--- src/rtl/press_judge_pkg.sv ---
// -----------------------------------------------------------------------------
// press_judge_pkg
// Shared definitions for the countdown-game player judge:
//   - state_t          : judge FSM state encoding (2-bit)
//   - DEBOUNCE_CYC_DEF : default key stability window in clock cycles
//                        (20 cycles = 20 ms at the 1 kHz game clock)
//   - CNT_W_DEF        : default width of the press counter and target
// -----------------------------------------------------------------------------
package press_judge_pkg;

  typedef enum logic [1:0] {
    ST_IDLE   = 2'd0,
    ST_ARMED  = 2'd1,
    ST_JUDGE  = 2'd2,
    ST_RESULT = 2'd3
  } state_t;

  localparam int DEBOUNCE_CYC_DEF = 20;
  localparam int CNT_W_DEF        = 3;

endpackage

--- src/rtl/press_judge_key_debounce.sv ---
// -----------------------------------------------------------------------------
// key_debounce
// Front-panel key conditioner: 2-flop synchronizer, stability counter,
// debounced level and a one-cycle press pulse on each debounced rising edge.
// A level change is accepted only after DEBOUNCE_CYC consecutive cycles in
// which the synchronized key disagrees with the debounced level.
//
// Ports:
//   clk   in  1 : system clock
//   rst   in  1 : asynchronous active-high reset (debounced level -> 0)
//   key   in  1 : raw, asynchronous, bouncy key (active-high)
//   press out 1 : one-cycle pulse on a debounced 0->1 transition
// -----------------------------------------------------------------------------
module key_debounce
  import press_judge_pkg::*;
#(
  parameter int DEBOUNCE_CYC = DEBOUNCE_CYC_DEF
) (
  input  logic clk,
  input  logic rst,
  input  logic key,
  output logic press
);

  localparam int             CW   = $clog2(DEBOUNCE_CYC + 1);
  localparam logic [CW-1:0]  LAST = CW'(DEBOUNCE_CYC - 1);

  logic          sync_p0;
  logic          sync_p1;
  logic          level;
  logic [CW-1:0] stab_cnt;

  // Stage p0/p1: synchronizer; the stability counter then judges sync_p1.
  // The flip happens on the DEBOUNCE_CYC-th disagreeing cycle, so the counter
  // only needs to reach DEBOUNCE_CYC-1 before the edge that flips the level.
  always_ff @(posedge clk or posedge rst) begin
    if (rst) begin
      sync_p0  <= 1'b0;
      sync_p1  <= 1'b0;
      level    <= 1'b0;
      stab_cnt <= '0;
      press    <= 1'b0;
    end else begin
      sync_p0 <= key;
      sync_p1 <= sync_p0;
      press   <= 1'b0;
      if (sync_p1 == level) begin
        stab_cnt <= '0;
      end else if (stab_cnt == LAST) begin
        level    <= sync_p1;
        stab_cnt <= '0;
        press    <= sync_p1;
      end else begin
        stab_cnt <= stab_cnt + 1'b1;
      end
    end
  end

endmodule

--- src/rtl/press_judge.sv ---
// -----------------------------------------------------------------------------
// press_judge
// Player-side judge for the countdown game. While a round is armed it counts
// debounced key presses (saturating); when the countdown raises `over` it
// compares the count with `target` and reports win or lose until the round
// is cleared by `cst` going low.
//
// Ports:
//   clk       in  1     : 1 kHz system clock (shared with countdown counter)
//   rst       in  1     : asynchronous active-high reset
//   cst       in  1     : round control, active-low clear; 0->1 arms a round
//   over      in  1     : countdown expired (level)
//   key       in  1     : raw player button
//   target    in  CNT_W : required press count, sampled in JUDGE
//   press_cnt out CNT_W : debounced presses counted this round
//   busy      out 1     : round armed
//   win       out 1     : result, count matched target
//   lose      out 1     : result, count differed from target
// -----------------------------------------------------------------------------
module press_judge
  import press_judge_pkg::*;
#(
  parameter int DEBOUNCE_CYC = DEBOUNCE_CYC_DEF,
  parameter int CNT_W        = CNT_W_DEF
) (
  input  logic             clk,
  input  logic             rst,
  input  logic             cst,
  input  logic             over,
  input  logic             key,
  input  logic [CNT_W-1:0] target,
  output logic [CNT_W-1:0] press_cnt,
  output logic             busy,
  output logic             win,
  output logic             lose
);

  localparam logic [CNT_W-1:0] CNT_MAX = '1;

  state_t state;
  state_t next_state;
  logic   cst_d;
  logic   press;
  logic   win_r;
  logic   lose_r;

  function automatic logic [CNT_W-1:0] sat_inc(input logic [CNT_W-1:0] v);
    return (v == CNT_MAX) ? v : v + 1'b1;
  endfunction

  key_debounce #(
    .DEBOUNCE_CYC(DEBOUNCE_CYC)
  ) u_key_debounce (
    .clk  (clk),
    .rst  (rst),
    .key  (key),
    .press(press)
  );

  // State register and cst edge-detect copy.
  always_ff @(posedge clk or posedge rst) begin
    if (rst) begin
      state <= ST_IDLE;
      cst_d <= 1'b0;
    end else begin
      state <= next_state;
      cst_d <= cst;
    end
  end

  // Next-state logic; a low cst aborts the round from any state.
  always_comb begin
    next_state = state;
    if (!cst) begin
      next_state = ST_IDLE;
    end else begin
      case (state)
        ST_IDLE:   if (!cst_d) next_state = ST_ARMED;
        ST_ARMED:  if (over)   next_state = ST_JUDGE;
        ST_JUDGE:  next_state = ST_RESULT;
        ST_RESULT: next_state = ST_RESULT;
        default:   next_state = ST_IDLE;
      endcase
    end
  end

  // Press counter and result registers. A press arriving on the same cycle
  // as `over` is still counted because ARMED is the current state.
  always_ff @(posedge clk or posedge rst) begin
    if (rst) begin
      press_cnt <= '0;
      win_r     <= 1'b0;
      lose_r    <= 1'b0;
    end else if (!cst) begin
      press_cnt <= '0;
      win_r     <= 1'b0;
      lose_r    <= 1'b0;
    end else begin
      case (state)
        ST_IDLE: begin
          press_cnt <= '0;
          win_r     <= 1'b0;
          lose_r    <= 1'b0;
        end
        ST_ARMED: begin
          if (press) press_cnt <= sat_inc(press_cnt);
        end
        ST_JUDGE: begin
          win_r  <= (press_cnt == target);
          lose_r <= (press_cnt != target);
        end
        default: begin
        end
      endcase
    end
  end

  // Outputs; result flags are gated so they can only show in RESULT.
  always_comb begin
    busy = (state == ST_ARMED);
    win  = win_r  && (state == ST_RESULT);
    lose = lose_r && (state == ST_RESULT);
  end

endmodule
--- config.mk ---
export PLATFORM = sky130hd
export DESIGN_NAME = press_judge
export DESIGN_NICKNAME = d
export VERILOG_FILES = /design/src/rtl/press_judge_pkg.sv /design/src/rtl/press_judge_key_debounce.sv /design/src/rtl/press_judge.sv
export SDC_FILE = /design/constraint.sdc
export NUM_CORES = 1
export LEC_CHECK = 0
export ABC_AREA = 0
export CORE_UTILIZATION = 53
export CTS_BUF_LIST = sky130_fd_sc_hd__clkbuf_4 sky130_fd_sc_hd__clkbuf_8
export DETAILED_ROUTE_END_ITERATION = 8
export PLACE_DENSITY_LB_ADDON = 0.3
export SLEW_MARGIN = 20
export SYNTH_ARGS = -nofsm -noshare
export SYNTH_HDL_FRONTEND = slang
export SYNTH_SLANG_ARGS = --single-unit
--- constraint.sdc ---
create_clock -name clk -period 1.7 [get_ports clk]
set_input_delay 0.34 -clock clk [delete_from_list [all_inputs] [get_ports clk]]
set_output_delay 0.34 -clock clk [all_outputs]
set_load 0.005 [all_outputs]
* Word level (Yosys, flattened, before mapping)
Cells that the tools add are included.
** Operators by class
- Divide/modulo/power cells :: 0
- Bitwise gates (word level) :: 1
- Muxes and demuxes :: 16
- Reduce and logical (&&, ||, !) cells :: 7
- $lt $le $gt $ge :: 0
- Multiply operators :: 0
- Equality and inequality tests :: 14
- Shift-type cells :: 0
- Add/subtract/negate cells :: 2
** Operator list (count)
- $mux W5 :: 2
- $mux W3 :: 3
- $ne A3 B3 Y1 const B :: 3
- $mux W2 :: 3
- $ne A3 B1 Y1 const B :: 2
- $pmux W2 S3 :: 1
- $pmux W3 S2 :: 1
- $add A5 B1 Y5 const B :: 1
- $eq A5 B5 Y1 const B :: 1
- $eq A2 B2 Y1 const B :: 2
- $mux W1 :: 4
- $pmux W1 S2 :: 2
- $reduce_and A2 Y1 :: 2
- $add A3 B1 Y3 const B :: 1
- $eq A3 B3 Y1 :: 1
- $eq A3 B3 Y1 const B :: 1
- $ne A3 B2 Y1 const B :: 1
- $ne A3 B3 Y1 :: 1
- $reduce_and A3 Y1 :: 1
- $eq A2 B1 Y1 const B :: 1
- $logic_and A1 B1 Y1 :: 2
- $logic_not A2 Y1 :: 1
- $reduce_or A2 Y1 :: 1
- $eq A1 B1 Y1 :: 1
- $not A1 Y1 :: 1
** Word-level totals
- Memory bits (read-only) :: 0
- RAM bits :: 0
- Latch bits :: 0
- Input port bits :: 8
- Flip-flop bits (word level) :: 17
- Memories kept :: 0

* Longest topological paths before layout
- Word-level depth :: 5
- Mapped depth :: 5
- Depth with buffers taken out :: 5

* Cells and area by module
Synthesis repeated with hierarchy kept, for this count alone.
** Second synthesis, totals
- Cell total of the unflattened synthesis :: 74
- Area, all modules :: 855.8 µm²
** By module, submodules not included
- press_judge :: instances 1, cells an instance 44, area an instance 473.0 µm², sequential area each 200.2 µm²
- key_debounce :: instances 1, cells an instance 30, area an instance 382.9 µm², sequential area each 225.2 µm²

* Worst setup path before layout
OpenSTA, ideal clock, no wires.
- Path type :: reg2reg
- Start :: register press_cnt[0]
- End :: register press_cnt[1]
- Arrival :: 1329 ps
- Data required time :: 1618 ps
- Setup time :: 82 ps
- Path slack :: 289 ps
- Period minus slack after synthesis :: 1411 ps
- Cell stages (with the launch flop) :: 6
- Path through :: dfrtp_1 > ha_1 > ha_1 > nor3b_1 > nand3_1 > a31oi_1
** Between the ends
- Word-level cells in the longest chain between the ends :: 5
- Elaborated cells on any way between the ends :: 8
** RTL lines
- start, declared :: line press_judge.sv:32 : output logic [CNT_W-1:0] press_cnt,
- start signal, assigned :: line press_judge.sv:106 : if (press) press_cnt <= sat_inc(press_cnt);
- $add A3 B1 Y3 :: line press_judge.sv:48 : return (v == CNT_MAX) ? v : v + 1'b1;
- $mux W3 :: line press_judge.sv:48
- $mux W3 :: line press_judge.sv:106
- $pmux W3 S2 :: line press_judge.sv:99 : case (state)
- $mux W3 :: line press_judge.sv:94 : end else if (!cst) begin
Several ways; a longest one is shown, not always the timed one. The select of a mux whose other input is x is not followed.
A chain may end at the register's enable or synchronous reset.

* Final worst setup path
- Start :: register state[0]
- End :: output win
** Between the ends
- Word-level cells in the longest chain between the ends :: 2
** RTL lines
- start, declared :: line press_judge.sv:40 : state_t state;
- start signal, assigned :: line press_judge.sv:66 : state <= next_state;
- $eq A2 B2 Y1 :: line press_judge.sv:121 : win = win_r && (state == ST_RESULT);
- $logic_and A1 B1 Y1 :: line press_judge.sv:121
- end, declared :: line press_judge.sv:34 : output logic win,
No other way between the ends.

==> key figures <==
Drt
  • DRC violation total after the first TritonRoute iteration: 26
  • Pre-Repair DR Iteration Count: 4
  • Wirelength per Cell: between 10 and 15 µm
  • DRC violation count after routing: 0
  • Post-route antenna net violation count: 0
  • Vias: 654
  • Vias per std cell: 5.69
  • Final WL: 1.69 mm

Pwr
  • Internal power: a little under 600 µW
  • Total power density per cell area: 704 mW/mm²
  • NetSw: about 180 µW
  • Share of total power in the clock network: 0.300
  • Sequential cell fraction of total power: 0.573
  • Leakage power: 0.527 nW
  • Sw Share: 0.233
  • Portion of total power attributed to combinational logic: 0.127
  • Worst IR drop on VDD: between 500 and 600 µV

Synthesis
  • Post-synthesis net count: 86
  • Number of standard cells after synthesis: 75
  • Number of distinct library cells after synthesis: 28
  • Mapped cell area: 817 µm²
  • Total number of yosys warnings: 0
  • Number of synthesized register bits: 17
  • Post-synthesis average cell area: 10.9 µm²
  • Fraction of the yosys area taken by sequential cells: 0.521

Status
  • Run status: finished, final reports clean

Die
  • Die outline width: 41.3 µm
  • Placement Rows: 13
  • Height of the die: 41.3 µm
  • Count of pins on the block boundary: 14
  • Initial Util: 0.598
  • Core Box Area: 0.00137 mm²
  • Die ar.: 0.00170 mm²

Global routing
  • Met2 track demand over resource: 0.375
  • Maximum number of pins on one net before global-route repair: 18
  • All-Layer GR Usage: 0.236
  • Global-route wire length before repair: 2.47 mm
  • Global routing usage on met1: 0.313
  • Antenna violations before repair: 0
  • Met3 track demand over resource: 0.0489
  • Via count of the first global-routing pass: 559
  • Busiest layer in global routing: met2
  • Total global routing overflow: 0

STA
  • Slew Limit Fails: 0
  • Final-layout setup total negative slack: 0 ns
  • Actual transition at the worst max-transition pin: 0.344 ns
  • Final hold violations: 0
  • Time the worst path needs with I/O delays and setup: 1.65 ns
  • Fraction of the cycle the final worst path needs: 0.972
  • Setup repair after global routing missed its margin: false
  • Max Clk Rate: 0.605 GHz
  • Final number of setup-violating endpoints: 0
  • Post-route clock skew: 0.00917 ns
  • Setup WS post-layout: 0.0477 ns
  • WHS: 0.361 ns
  • Headroom to the max-slew limit: 0.768

Clocking
  • Clock tree from TritonCTS: done
  • Total clock sinks: 17
  • Inserted Clock Buffers: 3
  • Clock latency on the worst-skew pair: 0.29 ns
  • Max H-tree Level: 1
  • Clock transition at the register clock pins on the worst setup and hold paths after CTS: 0.10 ns
  • Master cell of the clock root buffer: clkbuf_4
  • CTS Buffer Depth: 2

Flow run
  • Max Cap Violations: 0

Setup path
  • Maximum fanout along the worst path: 4
  • Type of the setup path with the least slack: reg -> out
  • Type of element launching the critical path: flop
  • Arrival time reported for the critical path endpoint: about 1.3 ns
  • Required time of the critical path: 1.36 ns
  • Worst setup EP type: output pin

Layout
  • FILL cells: 90
  • Post-layout util: 0.782
  • Final net count: ~110
  • Diodes inserted: 0
  • Ratio of cells with drive above 1 in the final layout: 0.200
  • Post-layout instance count excluding filler cells: 115
  • Relative area change from synthesis to final layout: 30.8%

Hold path
  • Hold/Removal Path Class: in -> async

Placement
  • DP Worst Slack: about 0.15 ns
  • Post-DP HPWL: roughly 1.2 mm
  • Final RePlAce weighted congestion: 0.766
  • Cell count after placement: ~110
  • IO buf count: 13
routing by layer:
metal  part of all wire  vias to the layer above
met5                  0                        -
met4             0.0077                        0
met3              0.036                        2
met2               0.51                       14
met1               0.45                      324
li1                   -                      314
timing repair:
item / in CTS / in global routing
buffers inserted: 3 / 2
setup endpoints to repair: 3 / 3
resized for setup: 4 / 2
hold buffers: 0 / 0
critical path, cell delays in order, from the launching register on:
cell           delay (ns)
dfrtp_2              0.44
buf_4                0.15
and3_1               0.17
dlygate4sd2_1        0.26
cell type report:
type	count	area (µm²)	share of cell area
Sequential cell	17	428	0.400
Multi-Input combinational cell	52	372	0.348
Timing Repair Buffer	23	205	0.192
Clock buffer	4	30.0	0.0281
Tap cell	15	18.8	0.0176
Inverter	4	15.0	0.0141
kinds of logic (layout without fill, tap and decap cells):
family,Yosys count,count (layout),synth area share
buffers and inverters,6,31,0.0306
xor gates and xnor gates,5,5,0.0628
DFF,17,17,0.521
muxes,2,2,0.0260
adders and majority gates,3,3,0.0459
AOI/OAI and AO/OA,12,12,0.0919
and+or+nand+nor,30,30,0.222
metrics by stage:
| step | instance area, µm² | power [mW] |
|---|---|---|
| after floorplan | 817 | 0.478 |
| after global placement | 993 | 0.516 |
| after detailed placement | 993 | 0.520 |
| after CTS | 1050 | 0.760 |
| after global routing | 1070 | 0.781 |
| final | 1070 | 0.752 |
registers in the layout, summed over array words and instances (netlist names):
| register | cells |
|---|---|
| press_cnt | 3 |
| u_key_debounce.sync_p1 | 1 |
| state | 2 |
| u_key_debounce.level | 1 |
| lose_r | 1 |
| u_key_debounce.press | 1 |
| win_r | 1 |
| cst_d | 1 |
| u_key_debounce.stab_cnt | 5 |
| u_key_debounce.sync_p0 | 1 |
worst paths after layout:
check | cells after the start | start | endpoint | slack [ns]
worst max register to register | 5 | press_cnt[1]$_DFFE_PP0P_ | press_cnt[0]$_DFFE_PP0P_ | 0.22
worst min register to register | 0 | u_key_debounce.sync_p0$_DFF_PP0_ | u_key_debounce.sync_p1$_DFF_PP0_ | 0.39
max in group asynchronous | 3 | rst | state[0]$_DFFE_PP0P_ | 1.15
min in group clk | 0 | u_key_debounce.sync_p0$_DFF_PP0_ | u_key_debounce.sync_p1$_DFF_PP0_ | 0.39
worst min-delay path | 3 | rst | cst_d$_DFF_PP0_ | 0.36
worst max-delay path | 3 | state[0]$_DFFE_PP0P_ | win | 0.05
power groups by stage:
stage                     clock network (mW)  logic [mW]  registers (mW)
after floorplan                            0      0.0439           0.434
after global placement                     0      0.0763           0.440
after detailed placement                   0      0.0798           0.441
after CTS                              0.239      0.0900           0.430
after global routing                   0.242       0.106           0.432
final                                  0.226      0.0957           0.431
synth_stat cells:
master | instances | area share
a32o_1 | 1 | 0.012
nand2b_4 | 1 | 0.017
o311ai_0 | 1 | 0.011
nor3_1 | 1 | 0.0061
buf_2 | 2 | 0.012
nor3b_1 | 1 | 0.0092
nand2b_1 | 2 | 0.015
xnor2_2 | 1 | 0.020
nor2_1 | 5 | 0.023
nand2_1 | 5 | 0.023
or2b_1 | 1 | 0.0092
nand4_1 | 1 | 0.0077
nor2b_1 | 1 | 0.0077
ha_1 | 3 | 0.046
dfrtp_1 | 17 | 0.52
xor2_1 | 4 | 0.043
mux2_1 | 1 | 0.014
inv_1 | 4 | 0.018
a21oi_1 | 5 | 0.031
nand3b_1 | 2 | 0.018
a31oi_1 | 2 | 0.015
mux2i_1 | 1 | 0.012
o41ai_1 | 1 | 0.011
nand3_1 | 6 | 0.037
nor3b_4 | 1 | 0.023
and3b_1 | 1 | 0.011
o21ai_0 | 2 | 0.012
and3_1 | 2 | 0.015
placed cells by master (no fill, tap or decap), drive strengths merged:
master and count:
dfrtp 17, clkdlybuf4s50 10, buf 10, nand3 6, a21oi 5, nand2 5
nor2 5, xor2 4, inv 4, clkbuf 4, ha 3, nand2b 3
o21ai 2, nand3b 2, and3 2, a31oi 2, dlygate4sd2 2, nor3b 2
o41ai 1, nand4 1, xnor2 1, nor2b 1, nor3 1, or2b 1
a32o 1, and3b 1, mux2i 1, mux2 1, o311ai 1, dlymetal6s2s 1
Note: power is estimated with default switching activity, not from simulation.
